## src/rtl/seq_divider_pkg.sv

```systemverilog
// Shared definitions for the signed/unsigned sequential divider.
//   state_t   : controller states (IDLE, CALC, FIX)
//   cnt_width : iteration counter width for a given operand width
//   lat_full  : edges from an accepted start to a normal-path result
package seq_divider_pkg;

  typedef enum logic [1:0] {
    IDLE,
    CALC,
    FIX
  } state_t;

  function automatic int unsigned cnt_width(input int unsigned width);
    return $clog2(width + 1);
  endfunction

  function automatic int unsigned lat_full(input int unsigned width);
    return width + 2;
  endfunction

endpackage

```

## src/rtl/div_iter_step.sv

```systemverilog
// One restoring-division step (combinational).
//   rem_in      : current partial remainder (always < divisor_mag)
//   bit_in      : next dividend bit, MSB first
//   divisor_mag : divisor magnitude
//   rem_out     : new partial remainder
//   q_bit       : quotient bit produced by this step
module div_iter_step #(
  parameter int unsigned WIDTH = 32
) (
  input  logic [WIDTH-1:0] rem_in,
  input  logic             bit_in,
  input  logic [WIDTH-1:0] divisor_mag,
  output logic [WIDTH-1:0] rem_out,
  output logic             q_bit
);

  logic [WIDTH:0]   shifted;
  logic [WIDTH-1:0] diff;

  always_comb begin
    shifted = {rem_in, bit_in};
    // Modulo-2^WIDTH subtract is exact whenever it is selected: the result
    // is then smaller than the divisor.
    diff    = shifted[WIDTH-1:0] - divisor_mag;
    q_bit   = (shifted >= {1'b0, divisor_mag});
    rem_out = q_bit ? diff : shifted[WIDTH-1:0];
  end

endmodule

```

## src/rtl/seq_divider_sgn.sv

```systemverilog
// Multi-cycle integer divider with per-operation signed/unsigned mode.
//   clk, rst            : clock, synchronous active-high reset
//   start, is_signed    : request and mode, sampled while busy=0
//   dividend, divisor   : operands, captured with start
//   abort               : cancel the in-flight operation
//   busy                : operation in flight
//   quotient, remainder : result, held until the next accepted start
//   zeroErr, overflow   : divide-by-zero / signed MIN/-1 flags
//   valid               : outputs hold a completed result
// Zero-divisor, signed-overflow and cache-hit results complete one edge after
// start; the normal path takes WIDTH+2 edges.
module seq_divider_sgn
  import seq_divider_pkg::*;
#(
  parameter int unsigned WIDTH    = 32,
  parameter int unsigned CACHING  = 1,
  parameter bit          INIT_VLD = 1'b0
) (
  input  logic             clk,
  input  logic             rst,
  input  logic             start,
  input  logic             is_signed,
  input  logic [WIDTH-1:0] dividend,
  input  logic [WIDTH-1:0] divisor,
  input  logic             abort,
  output logic             busy,
  output logic [WIDTH-1:0] quotient,
  output logic [WIDTH-1:0] remainder,
  output logic             zeroErr,
  output logic             overflow,
  output logic             valid
);

  localparam int unsigned      CNT_W   = cnt_width(WIDTH);
  localparam logic [CNT_W-1:0] LAST    = CNT_W'(WIDTH - 1);
  localparam logic [WIDTH-1:0] MIN_VAL = {1'b1, {(WIDTH-1){1'b0}}};

  state_t           state;
  logic [CNT_W-1:0] cnt;
  logic             fix_load;
  logic [WIDTH-1:0] a_sh, b_mag, rem, q_w, r_w;
  logic             neg_q, neg_r, zf, of;
  logic [WIDTH-1:0] op_dvd, op_dvs, c_dvd, c_dvs;
  logic             op_sgn, c_sgn, c_vld;

  logic             dvd_neg, dvs_neg, zero_in, ovf_in, hit;
  logic [WIDTH-1:0] dvd_mag, dvs_mag, rem_nxt;
  logic             q_bit;

  always_comb begin
    dvd_neg = is_signed & dividend[WIDTH-1];
    dvs_neg = is_signed & divisor[WIDTH-1];
    dvd_mag = dvd_neg ? (~dividend + 1'b1) : dividend;
    dvs_mag = dvs_neg ? (~divisor + 1'b1) : divisor;
    zero_in = (divisor == '0);
    ovf_in  = is_signed & (dividend == MIN_VAL) & (divisor == '1);
    hit     = (CACHING != 0) & c_vld & (dividend == c_dvd) &
              (divisor == c_dvs) & (is_signed == c_sgn);
  end

  div_iter_step #(.WIDTH(WIDTH)) u_step (
    .rem_in      (rem),
    .bit_in      (a_sh[WIDTH-1]),
    .divisor_mag (b_mag),
    .rem_out     (rem_nxt),
    .q_bit       (q_bit)
  );

  always_ff @(posedge clk) begin
    if (rst) begin
      state     <= IDLE;
      cnt       <= '0;
      fix_load  <= 1'b0;
      a_sh      <= '0;
      b_mag     <= '0;
      rem       <= '0;
      q_w       <= '0;
      r_w       <= '0;
      neg_q     <= 1'b0;
      neg_r     <= 1'b0;
      zf        <= 1'b0;
      of        <= 1'b0;
      op_dvd    <= '0;
      op_dvs    <= '0;
      op_sgn    <= 1'b0;
      c_dvd     <= '0;
      c_dvs     <= '0;
      c_sgn     <= 1'b0;
      c_vld     <= INIT_VLD;
      busy      <= 1'b0;
      quotient  <= '0;
      remainder <= '0;
      zeroErr   <= 1'b0;
      overflow  <= 1'b0;
      valid     <= INIT_VLD;
    end else if (busy && abort) begin
      state <= IDLE;
      busy  <= 1'b0;
      valid <= 1'b0;
      c_vld <= 1'b0;
    end else begin
      case (state)
        IDLE: begin
          if (start && !abort) begin
            op_dvd   <= dividend;
            op_dvs   <= divisor;
            op_sgn   <= is_signed;
            valid    <= 1'b0;
            zeroErr  <= 1'b0;
            overflow <= 1'b0;
            busy     <= 1'b1;
            zf       <= zero_in;
            of       <= ~zero_in & ovf_in;
            // Short paths park the final result in q_w/r_w and go straight
            // to the load half of FIX.
            if (zero_in) begin
              q_w      <= '1;
              r_w      <= dividend;
              fix_load <= 1'b1;
              state    <= FIX;
            end else if (ovf_in) begin
              q_w      <= MIN_VAL;
              r_w      <= '0;
              fix_load <= 1'b1;
              state    <= FIX;
            end else if (hit) begin
              // A cached operation is always a normal-path result, so the
              // flags stay clear and the held outputs are already correct.
              q_w      <= quotient;
              r_w      <= remainder;
              fix_load <= 1'b1;
              state    <= FIX;
            end else begin
              a_sh  <= dvd_mag;
              b_mag <= dvs_mag;
              rem   <= '0;
              neg_q <= dvd_neg ^ dvs_neg;
              neg_r <= dvd_neg;
              cnt   <= '0;
              state <= CALC;
            end
          end
        end
        CALC: begin
          a_sh <= {a_sh[WIDTH-2:0], 1'b0};
          rem  <= rem_nxt;
          q_w  <= {q_w[WIDTH-2:0], q_bit};
          cnt  <= cnt + 1'b1;
          if (cnt == LAST) begin
            fix_load <= 1'b0;
            state    <= FIX;
          end
        end
        FIX: begin
          if (!fix_load) begin
            // First FIX edge applies signs, second one loads the outputs.
            q_w      <= neg_q ? (~q_w + 1'b1) : q_w;
            r_w      <= neg_r ? (~rem + 1'b1) : rem;
            fix_load <= 1'b1;
          end else begin
            quotient  <= q_w;
            remainder <= r_w;
            zeroErr   <= zf;
            overflow  <= of;
            valid     <= 1'b1;
            busy      <= 1'b0;
            c_dvd     <= op_dvd;
            c_dvs     <= op_dvs;
            c_sgn     <= op_sgn;
            c_vld     <= 1'b1;
            state     <= IDLE;
          end
        end
        default: state <= IDLE;
      endcase
    end
  end

endmodule

```

## config.mk

```make
export PLATFORM = sky130hd
export DESIGN_NAME = seq_divider_sgn
export DESIGN_NICKNAME = d
export VERILOG_FILES = /design/src/rtl/seq_divider_pkg.sv /design/src/rtl/div_iter_step.sv /design/src/rtl/seq_divider_sgn.sv
export SDC_FILE = /design/constraint.sdc
export NUM_CORES = 1
export LEC_CHECK = 0
export BUFFER_PORTS_ARGS = -buffer_cell sky130_fd_sc_hd__clkbuf_2
export CAP_MARGIN = 30
export CORE_MARGIN = 4
export CORE_UTILIZATION = 39
export CTS_CLUSTER_SIZE = 40
export DETAILED_ROUTE_END_ITERATION = 10
export SLEW_MARGIN = 25
export SYNTH_ARGS = -nofsm -noshare
export SYNTH_HDL_FRONTEND = slang
export SYNTH_HIERARCHICAL = 1
export SYNTH_SLANG_ARGS = --single-unit
```

## constraint.sdc

```tcl
create_clock -name clk -period 4.1 [get_ports clk]
set_input_delay 0.205 -clock clk [delete_from_list [all_inputs] [get_ports clk]]
set_output_delay 0.205 -clock clk [all_outputs]
set_load 0.05 [all_outputs]
```

== Word-level counts from Yosys, hierarchy flattened ==
Index checks and enable logic that the tools add are counted.
W data, S select, Z words.
Word-level totals
  flip-flop bits (word level): 372
  latch bits: 0
  bits in writable memories: 0
  ROM bits: 0
  output and inout port bits: 68
  word-level logic and storage cells: 141
  memories: 0
Operators by class
  add/sub/neg operators: 6
  $mul: 0
  div/mod/pow operators: 0
  order comparisons: 1
  eq/ne operators: 17
  shift operators: 0
  mux-type cells: 55
  bitwise operators: 17
  reduce and logical (&&, ||, !) cells: 20
Operators with widths (number)
  $mux W32: 23
  $pmux W32 S2: 3
  $add A32 B1 Y32 const B: 4
  $not A32 Y32: 4
  $pmux W32 S3: 1
  $eq A32 B32 Y1: 2
  $eq A32 B32 Y1 const B: 2
  $ge A33 B32 Y1: 1
  $logic_not A32 Y1: 1
  $sub A32 B32 Y32: 1
  $mux W6: 4
  $reduce_and A6 Y1: 3
  $ne A2 B2 Y1 const B: 8
  $mux W2: 6
  $pmux W6 S2: 1
  $reduce_and A3 Y1: 4
  $mux W1: 11
  $reduce_and A5 Y1: 2
  $and A1 B1 Y1: 8
  $pmux W1 S2: 4
  $add A6 B1 Y6 const B: 1
  $eq A6 B5 Y1 const B: 1
  $pmux W2 S3: 1
  $ne A4 B4 Y1 const B: 1
  other kinds (14): 19

== Depth between registers and ports, before layout ==
Gate-level depths: netlist of run 1.
  depth after elaboration: 9
  gate-level depth with buffers: 16
  mapped depth without buffers: 13

== By module ==
Netlist of run 1, hierarchy kept.
Modules (own cells, without submodules)
  seq_divider_sgn: times used 1, cells an instance 2499, area each 19458.7 sq um, sequential area each 7447.1 sq um
  div_iter_step: times used 1, cells an instance 323, area each 2331.0 sq um, sequential area each 0.0 sq um

== Worst setup path after synthesis of run 1 ==
Ideal clock, no wire load.
  path type: register to register
  start point: register rem[6]
  end point: register rem[27]
  library setup time: 0.120 ns
  data arrival time: 2.886 ns
  data required time: 3.980 ns
  setup slack: 1.095 ns
  cell stages (with the launch flop): 15
  buffers on the path: 2
  clock period less this slack: 3.005 ns
  cells stage by stage: dfxtp_1 > ha_1 > a21oi_2 > a211oi_1 > or3_4 > nor4b_4 > o21ai_2 > a31oi_4 > o21a_4 > inv_2 > buf_6 > buf_12 > mux2_4 > nand3_1 > mux2i_1
On the way
  cells in the longest elaborated chain, start to end: 3
Ends and longest elaborated chain
  start: declaration: RTL line seq_divider_sgn.sv:41  | logic [WIDTH-1:0] a_sh, b_mag, rem, q_w, r_w;
  start signal: assignment: RTL line seq_divider_sgn.sv:146  | rem <= rem_nxt;
  $ge A33 B32 Y1: RTL line div_iter_step.sv:25  | q_bit = (shifted >= {1'b0, divisor_mag});
  net q_bit: RTL line seq_divider_sgn.sv:48  | logic q_bit;
  $mux W32: RTL line div_iter_step.sv:26  | rem_out = q_bit ? diff : shifted[WIDTH-1:0];
  net rem_nxt[27]: RTL line seq_divider_sgn.sv:47  | logic [WIDTH-1:0] dvd_mag, dvs_mag, rem_nxt;
  $pmux W32 S2: RTL line seq_divider_sgn.sv:102  | case (state)
The timed path passes the listed nets, and every way through them passes these cells.
A chain may end at the register's enable or synchronous reset.

== Worst setup path in the final report of run 1 ==
  start point: input port dividend[12]
  end point: register q_w[22]
On the way
  cells in the longest elaborated chain, start to end: 7
Ends and longest elaborated chain
  start: declaration: RTL line seq_divider_sgn.sv:23  | input logic [WIDTH-1:0] dividend,
  $eq A32 B32 Y1: RTL line seq_divider_sgn.sv:56  | ovf_in = is_signed & (dividend == MIN_VAL) & (divisor == '1);
  $and A1 B1 Y1 (2 in a row): RTL line seq_divider_sgn.sv:56
  $mux W32: RTL line seq_divider_sgn.sv:121  | end else if (ovf_in) begin
  $mux W32: RTL line seq_divider_sgn.sv:116  | if (zero_in) begin
  $mux W32: RTL line seq_divider_sgn.sv:104  | if (start && !abort) begin
  $pmux W32 S3: RTL line seq_divider_sgn.sv:102
  end signal: assignment: RTL line seq_divider_sgn.sv:129  | q_w <= quotient;
  end signal: assignment: RTL line seq_divider_sgn.sv:147  | q_w <= {q_w[WIDTH-2:0], q_bit};
  end signal: assignment: RTL line seq_divider_sgn.sv:157  | q_w <= neg_q ? (~q_w + 1'b1) : q_w;
  end: declaration: RTL line seq_divider_sgn.sv:41
Parallel ways exist; a longest one is shown, timed or not. The select of a mux whose other input is x is not followed.

==> impl_metrics.py, run 1 <==
metrics = {
    "critical_path": {
        "endpoint_kind": "flop",
        "crit_family": "simple AND/OR/NAND/NOR gates",
        "r2r_end": "rem[18]",
        "slowest_delay_ns": 0.66,
        "crit_buf_inv": 3,
        "crit_chain": "dlygate4sd3_1 > clkbuf_2 > nor4_1 > nand2_1 > or3_1 > o21ai_2 > a21o_1 > buf_4 > o21ai_0 > a221oi_1",
        "arrival_ns": 3.96,
        "start_kind": "input pin",
        "crit_fanout": 6,
        "criticalPathCategory": "in2reg",
        "crit_path_top_delay_cell": "nor4_1",
        "required_ns": 4.56,
        "worstReg2RegStart": "rem[9]",
        "r2r_slack_ns": 0.61,
        "worst-r2r-cell-count": 13,
    },
    "synth": {
        "ys_seq_area_frac": 0.342,
        "yosys_warnings": 6,
        "syn_inst": 2822,
        "synth_edf_count": 0,
        "syn-cell-area_mm2": 0.0218,
        "ys.flop_type": "dfxtp_1",
        "async_flop_share": 0,
        "syn_avg_cell_area_um2": 7.72,
        "synth.distinct_cells": 90,
        "syn_nets": 2934,
        "ys_seq_elements": 372,
    },
    "timing": {
        "skew_ns": 0.0286,
        "min_period_over_period": 0.852,
        "hold_viol": 0,
        "final-setup-viol-count": 0,
        "max_freq_ghz": 0.286,
        "relSlewSlack": 0.318,
        "rsz0062_at_grt": "false",
        "holdWs_ns": 0.0399,
        "setup_tns_ns": 0,
        "drv_slew": 0,
        "min_period_ns": 3.49,
        "tightest_slew_ns": 1.02,
    },
    "route": {
        "drc": 0,
        "final_antenna_net_count": 0,
        "first_pass_iters": 6,
        "vias": 20600,
        "wire_per_inst_um": 20.4,
        "wirelength_um": 74000,
        "dr.first_iter.drc_count": 2213,
        "vias_per_cell": 5.68,
    },
    "clocking": {
        "cts_buffer_depth": 3,
        "cts-resized-gates": 0,
        "clock-sinks": 372,
        "cts_tree": "yes",
        "cts-root-buf": "clkbuf_16",
        "htree_levels": 2,
        "insertion_delay_ns": 0.59,
        "path_clk_slew_ns": 0.06,
        "cts_buffers": 43,
    },
    "place": {
        "routabilityCongestion": 0.913,
        "hpwl_um": 51200,
        "io_buffers": 136,
    },
    "pwr": {
        "power.switching_w": 0.00489,
        "swShare": 0.368,
        "power.total_w": 0.0133,
        "combPwrFrac": 0.366,
        "power.leakage_nw": 9.84,
        "vdd_drop_max_mv": 0.380,
        "power.share.sequential": 0.311,
        "power.share.clock": 0.322,
        "powerDensity_mw_per_mm2": 534,
        "power.internal_w": 0.00840,
    },
    "worst_hold_path": {
        "min_from": "dividend[21]",
        "hp-class": "in2reg",
        "worstHoldPathCells": 3,
        "hold_end": "op_dvd[21]",
    },
    "die": {
        "fp.coreArea_mm2": 0.0552,
        "start_util": 0.395,
        "dieArea_mm2": 0.0597,
        "rows": 86,
        "die_w_um": 244,
        "die_h_um": 244,
        "boundaryPins": 137,
    },
    "global_routing": {
        "top_usage_layer": "met2",
        "met3_usage": 0.0396,
        "grtUsageMet1": 0.334,
        "grt_pass1_wl_um": 114000,
        "antenna_found_initial": 1,
        "track_usage": 0.238,
        "grtUsageMet2": 0.377,
        "grt_overflow_total": 0,
        "grt_max_degree": 211,
        "grt_pass1_vias": 19500,
    },
    "finish": {
        "nNetsFinal": 2959,
        "drive_gt1_frac": 0.119,
        "multi_input_area_mm2": 0.0131,
        "antennaDiodeCount": 0,
        "final_common_cell": "nand2_1",
        "fill_cells": 5538,
        "regArea_mm2": 0.00745,
        "syn_to_final_growth_pct": 14.3,
        "layout_common_cells": "nand2_1 (647), dfxtp_1 (372), a21oi_1 (330)",
        "final_core_util": 0.451,
    },
    "job": {
        "max_cap_viol_count": 0,
    },
    "status": {
        "status": "completed",
    },
}
==> flip-flops by register name (all words and copies together) (netlist names), 2 cells and up <==
signal / count
q_w: 32
rem: 32
b_mag: 32
r_w: 32
remainder: 32
quotient: 32
state: 2
op_dvd: 32
op_dvs: 32
c_dvd: 32
a_sh: 32
cnt: 6
c_dvs: 32
==> cells by family after synthesis <==
group / Yosys count / share of synthesized area
adder cells (fa/ha/maj): 43 / 0.0250
buffers and inverters: 323 / 0.0608
AO/OA/AOI/OAI: 693 / 0.205
multiplexers: 159 / 0.0763
XOR/XNOR: 175 / 0.0703
AND/OR/NAND/NOR: 1057 / 0.221
flip-flops: 372 / 0.342
==> synthesized netlist by cell type, types with 11 or more instances <==
cell / number / area [um2]
ha_1: 42 / 526
nor2b_1: 49 / 307
mux2i_1: 129 / 1290
nand3_1: 72 / 360
buf_2: 17 / 85.1
xnor2_1: 89 / 780
a31oi_1: 23 / 144
clkbuf_1: 194 / 728
nand4_1: 38 / 238
o31ai_1: 28 / 210
or3_1: 18 / 113
o41ai_1: 15 / 131
a311o_1: 23 / 230
a21o_1: 24 / 180
inv_1: 83 / 312
a221o_1: 19 / 190
a211o_1: 17 / 149
a311oi_1: 29 / 254
a21oi_1: 330 / 1650
nand2_1: 647 / 2430
o211ai_1: 21 / 158
mux2_2: 21 / 236
a221oi_1: 11 / 96.3
nor4_1: 48 / 300
dfxtp_1: 372 / 7450
xor2_1: 86 / 753
nor3_1: 33 / 165
o21ai_0: 87 / 435
buf_1: 15 / 56.3
nor2_1: 79 / 297
==> worst max path at each step <==
stage / startpoint / endpoint / slack [ns] / cells after the start
final: dividend[12] / q_w[22] / 0.61 / 10
after global routing: rem[9] / rem[15] / 0.35 / 13
after CTS: rem[9] / rem[20] / 0.65 / 13
after detailed placement: rem[9] / rem[20] / 0.66 / 13
after global placement: dividend[10] / q_w[23] / 0.74 / 7
after floorplan: rem[6] / rem[27] / 1.09 / 14
==> stage by stage <==
stage / cell area [um2] / std cells / setup WS, ns
finish: 24900 / 3629 / 0.607
global route: 24900 / 3629 / 0.348
CTS: 24900 / 3627 / 0.651
detailed placement: 23000 / 3518 / 0.663
global placement: 23000 / 3518 / 0.742
floorplan: 21800 / 2822 / 1.09
==> worst min-delay path: stages <==
cell and delay, ns:
clkbuf_2 0.20, nand2_1 0.10, a21oi_1 0.06
==> metal layers <==
| layer | vias to the layer above | wire length [um] |
|---|---|---|
| li1 | 9942 | - |
| met1 | 9874 | 33300 |
| met2 | 695 | 33200 |
| met3 | 116 | 5170 |
| met4 | 0 | 2350 |
| met5 | - | 0 |
==> what timing repair did <==
item                                   in CTS  in global routing
setup endpoints to repair                   0                  0
buffers inserted                            0                  0
hold buffers                               30                  0
endpoints found under the hold margin      30                  0
==> final cells by class <==
class / count / area share
clock buffer: 59 / 0.0501
clock inverter: 20 / 0.0132
inverter: 84 / 0.0129
multi-input combinational: 2127 / 0.526
sequential: 372 / 0.299
tap: 748 / 0.0376
timing repair buffer: 219 / 0.0613
==> power by group through the flow <==
stage	logic, W	clock network [W]	registers (W)
2_1_floorplan	0.00366	0	0.00414
3_3_place_gp	0.00470	0	0.00420
3_5_place_dp	0.00476	0	0.00421
4_1_cts	0.00481	0.00435	0.00413
5_1_grt	0.00529	0.00449	0.00417
6_report	0.00487	0.00428	0.00414
(Power assumes the default switching activity.)
==> inputs of run 2 (changes only) <==
==> constraint.sdc (replaced) <==
create_clock -name clk -period 3.2 [get_ports clk]
set_input_delay 0.16 -clock clk [delete_from_list [all_inputs] [get_ports clk]]
set_output_delay 0.16 -clock clk [all_outputs]
set_load 0.05 [all_outputs]
==> run 2 against run 1 <==
Against the previous run: critical path depth is 2 higher; global-route usage up 0.53 points; non-clock buffer count increased by 93; final cell count grew 2.8%; largest cell class unchanged; highest routed layer is now met5.
==> impl_metrics.py, run 2 (synthesis gave the netlist of run 1 again) <==
metrics = {
    "timing": {
        "tightest_slew_ns": 0.895,
        "hold_viol": 0,
        "final-setup-viol-count": 0,
        "holdWs_ns": 0.0342,
        "skew_ns": 0.0272,
        "drv_slew": 0,
        "relSlewSlack": 0.404,
        "min_period_ns": 3.05,
        "max_freq_ghz": 0.328,
        "min_period_over_period": 0.953,
    },
    "status": {
        "status": "completed",
    },
    "die": {
        "boundaryPins": 137,
        "dieArea_mm2": 0.0597,
        "rows": 86,
        "die_h_um": 244,
        "fp.coreArea_mm2": 0.0552,
        "die_w_um": 244,
        "start_util": 0.395,
    },
    "global_routing": {
        "grt_pass1_wl_um": 117000,
        "antenna_found_initial": 2,
        "grt_pass1_vias": 20100,
        "grt_overflow_total": 0,
        "grt_max_degree": 162,
        "track_usage": 0.244,
    },
    "finish": {
        "fin_cells": 3730,
        "final_common_cell": "nand2_1",
        "syn_to_final_growth_pct": 18.3,
        "drive_gt1_frac": 0.142,
        "final_core_util": 0.467,
        "layout_common_cells": "nand2_1 (647), dfxtp_1 (372), a21oi_1 (328)",
        "nNetsFinal": 3055,
    },
    "critical_path": {
        "arrival_ns": 3.55,
        "r2r_end": "rem[27]",
        "start_kind": "input pin",
        "worst-r2r-cell-count": 14,
        "worstReg2RegStart": "b_mag[7]",
        "slowest_delay_ns": 0.55,
        "endpoint_kind": "flop",
        "required_ns": 3.70,
        "crit_chain": "dlygate4sd3_1 > clkbuf_2 > inv_1 > ha_1 > or3b_1 > nor4_4 > nand4_4 > o21a_1 > buf_4 > nand2_1 > o21ai_0 > a21oi_1",
        "crit_fanout": 16,
        "criticalPathCategory": "in2reg",
        "r2r_slack_ns": 0.18,
        "crit_path_top_delay_cell": "dlygate4sd3_1",
    },
    "clocking": {
        "clock-sinks": 372,
        "cts_buffer_depth": 3,
        "path_clk_slew_ns": 0.06,
        "cts_tree": "yes",
        "htree_levels": 2,
        "cts-root-buf": "clkbuf_16",
        "cts_buffers": 46,
        "insertion_delay_ns": 0.59,
    },
    "route": {
        "wirelength_um": 75700,
        "dr.first_iter.drc_count": 2087,
        "drc": 0,
        "final_antenna_net_count": 0,
        "wire_per_inst_um": 20.3,
        "vias": 21100,
        "vias_per_cell": 5.66,
        "first_pass_iters": 5,
    },
    "pwr": {
        "swShare": 0.376,
        "power.internal_w": 0.0108,
        "power.share.sequential": 0.306,
        "power.leakage_nw": 10.3,
        "vdd_drop_max_mv": 0.452,
        "power.switching_w": 0.00651,
        "power.share.clock": 0.308,
        "combPwrFrac": 0.386,
        "powerDensity_mw_per_mm2": 671,
    },
    "job": {
        "max_cap_viol_count": 0,
    },
    "place": {
        "routabilityCongestion": 0.907,
        "hpwl_um": 52800,
        "io_buffers": 136,
        "dp.cells": 3582,
    },
    "worst_hold_path": {
        "worstHoldPathCells": 4,
        "hp-class": "in2reg",
        "min_from": "abort",
        "hold_end": "zeroErr",
    },
}
## run 2: layout make-up
class	instances	area [um2]
fill	5447	29400
multi-input combinational	2127	13100
sequential	372	7450
timing repair buffer	312	2400
clock buffer	65	1320
tap	748	936
inverter	84	320
clock inverter	20	206
antenna	2	5.00
## run 2: critical path: cells and delay by family
kind                       cells  cell delay (ns)
buffers and inverters          4             1.08
AOI/OAI and AO/OA              3             0.57
adders and majority gates      1             0.17
and+or+nand+nor                4             1.55
## run 2: what timing repair did
action / CTS / global route
hold buffers: 56 / 0
buffers inserted: 0 / 5
pin swaps: 0 / 6
setup endpoints to repair: 29 / 30
resized for setup: 1 / 10
endpoints found under the hold margin: 56 / 0
## run 2: worst max-delay path by stage
stage | startpoint | to | slack (ns) | cells past startpoint
finish | divisor[1] | neg_r | 0.15 | 12
global route | b_mag[1] | rem[28] | -0.002 | 14
CTS | b_mag[11] | rem[16] | 0.04 | 14
detailed placement | b_mag[11] | rem[18] | -0.11 | 14
global placement | b_mag[11] | rem[18] | -0.02 | 14
floorplan | rem[6] | rem[27] | 0.19 | 14
## run 2: stage by stage
step           worst slack [ns]  TNS (ns)  instance area, um2  power, W
2_1_floorplan             0.195         0               21800   0.00999
3_3_place_gp            -0.0246   -0.0965               23600    0.0118
3_5_place_dp             -0.105     -1.65               23600    0.0119
4_1_cts                  0.0414         0               25700    0.0173
5_1_grt                -0.00184  -0.00184               25800    0.0182
6_report                  0.150         0               25800    0.0173
## run 2: routing by layer
metal,global-route usage,up-vias,part of all wire
met4,0.0651,2,0.025
met2,0.394,720,0.46
met1,0.341,10200,0.45
met3,0.0355,113,0.066
li1,-,10100,-
met5,0,-,0.00016
## run 2: power groups by stage
| stage | sequential (W) | clock (W) | combinational, W |
|---|---|---|---|
| 5_1_grt | 0.00534 | 0.00559 | 0.00726 |
| 6_report | 0.00530 | 0.00533 | 0.00667 |
| 3_3_place_gp | 0.00537 | 0 | 0.00642 |
| 4_1_cts | 0.00529 | 0.00542 | 0.00657 |
| 3_5_place_dp | 0.00538 | 0 | 0.00647 |
| 2_1_floorplan | 0.00530 | 0 | 0.00469 |
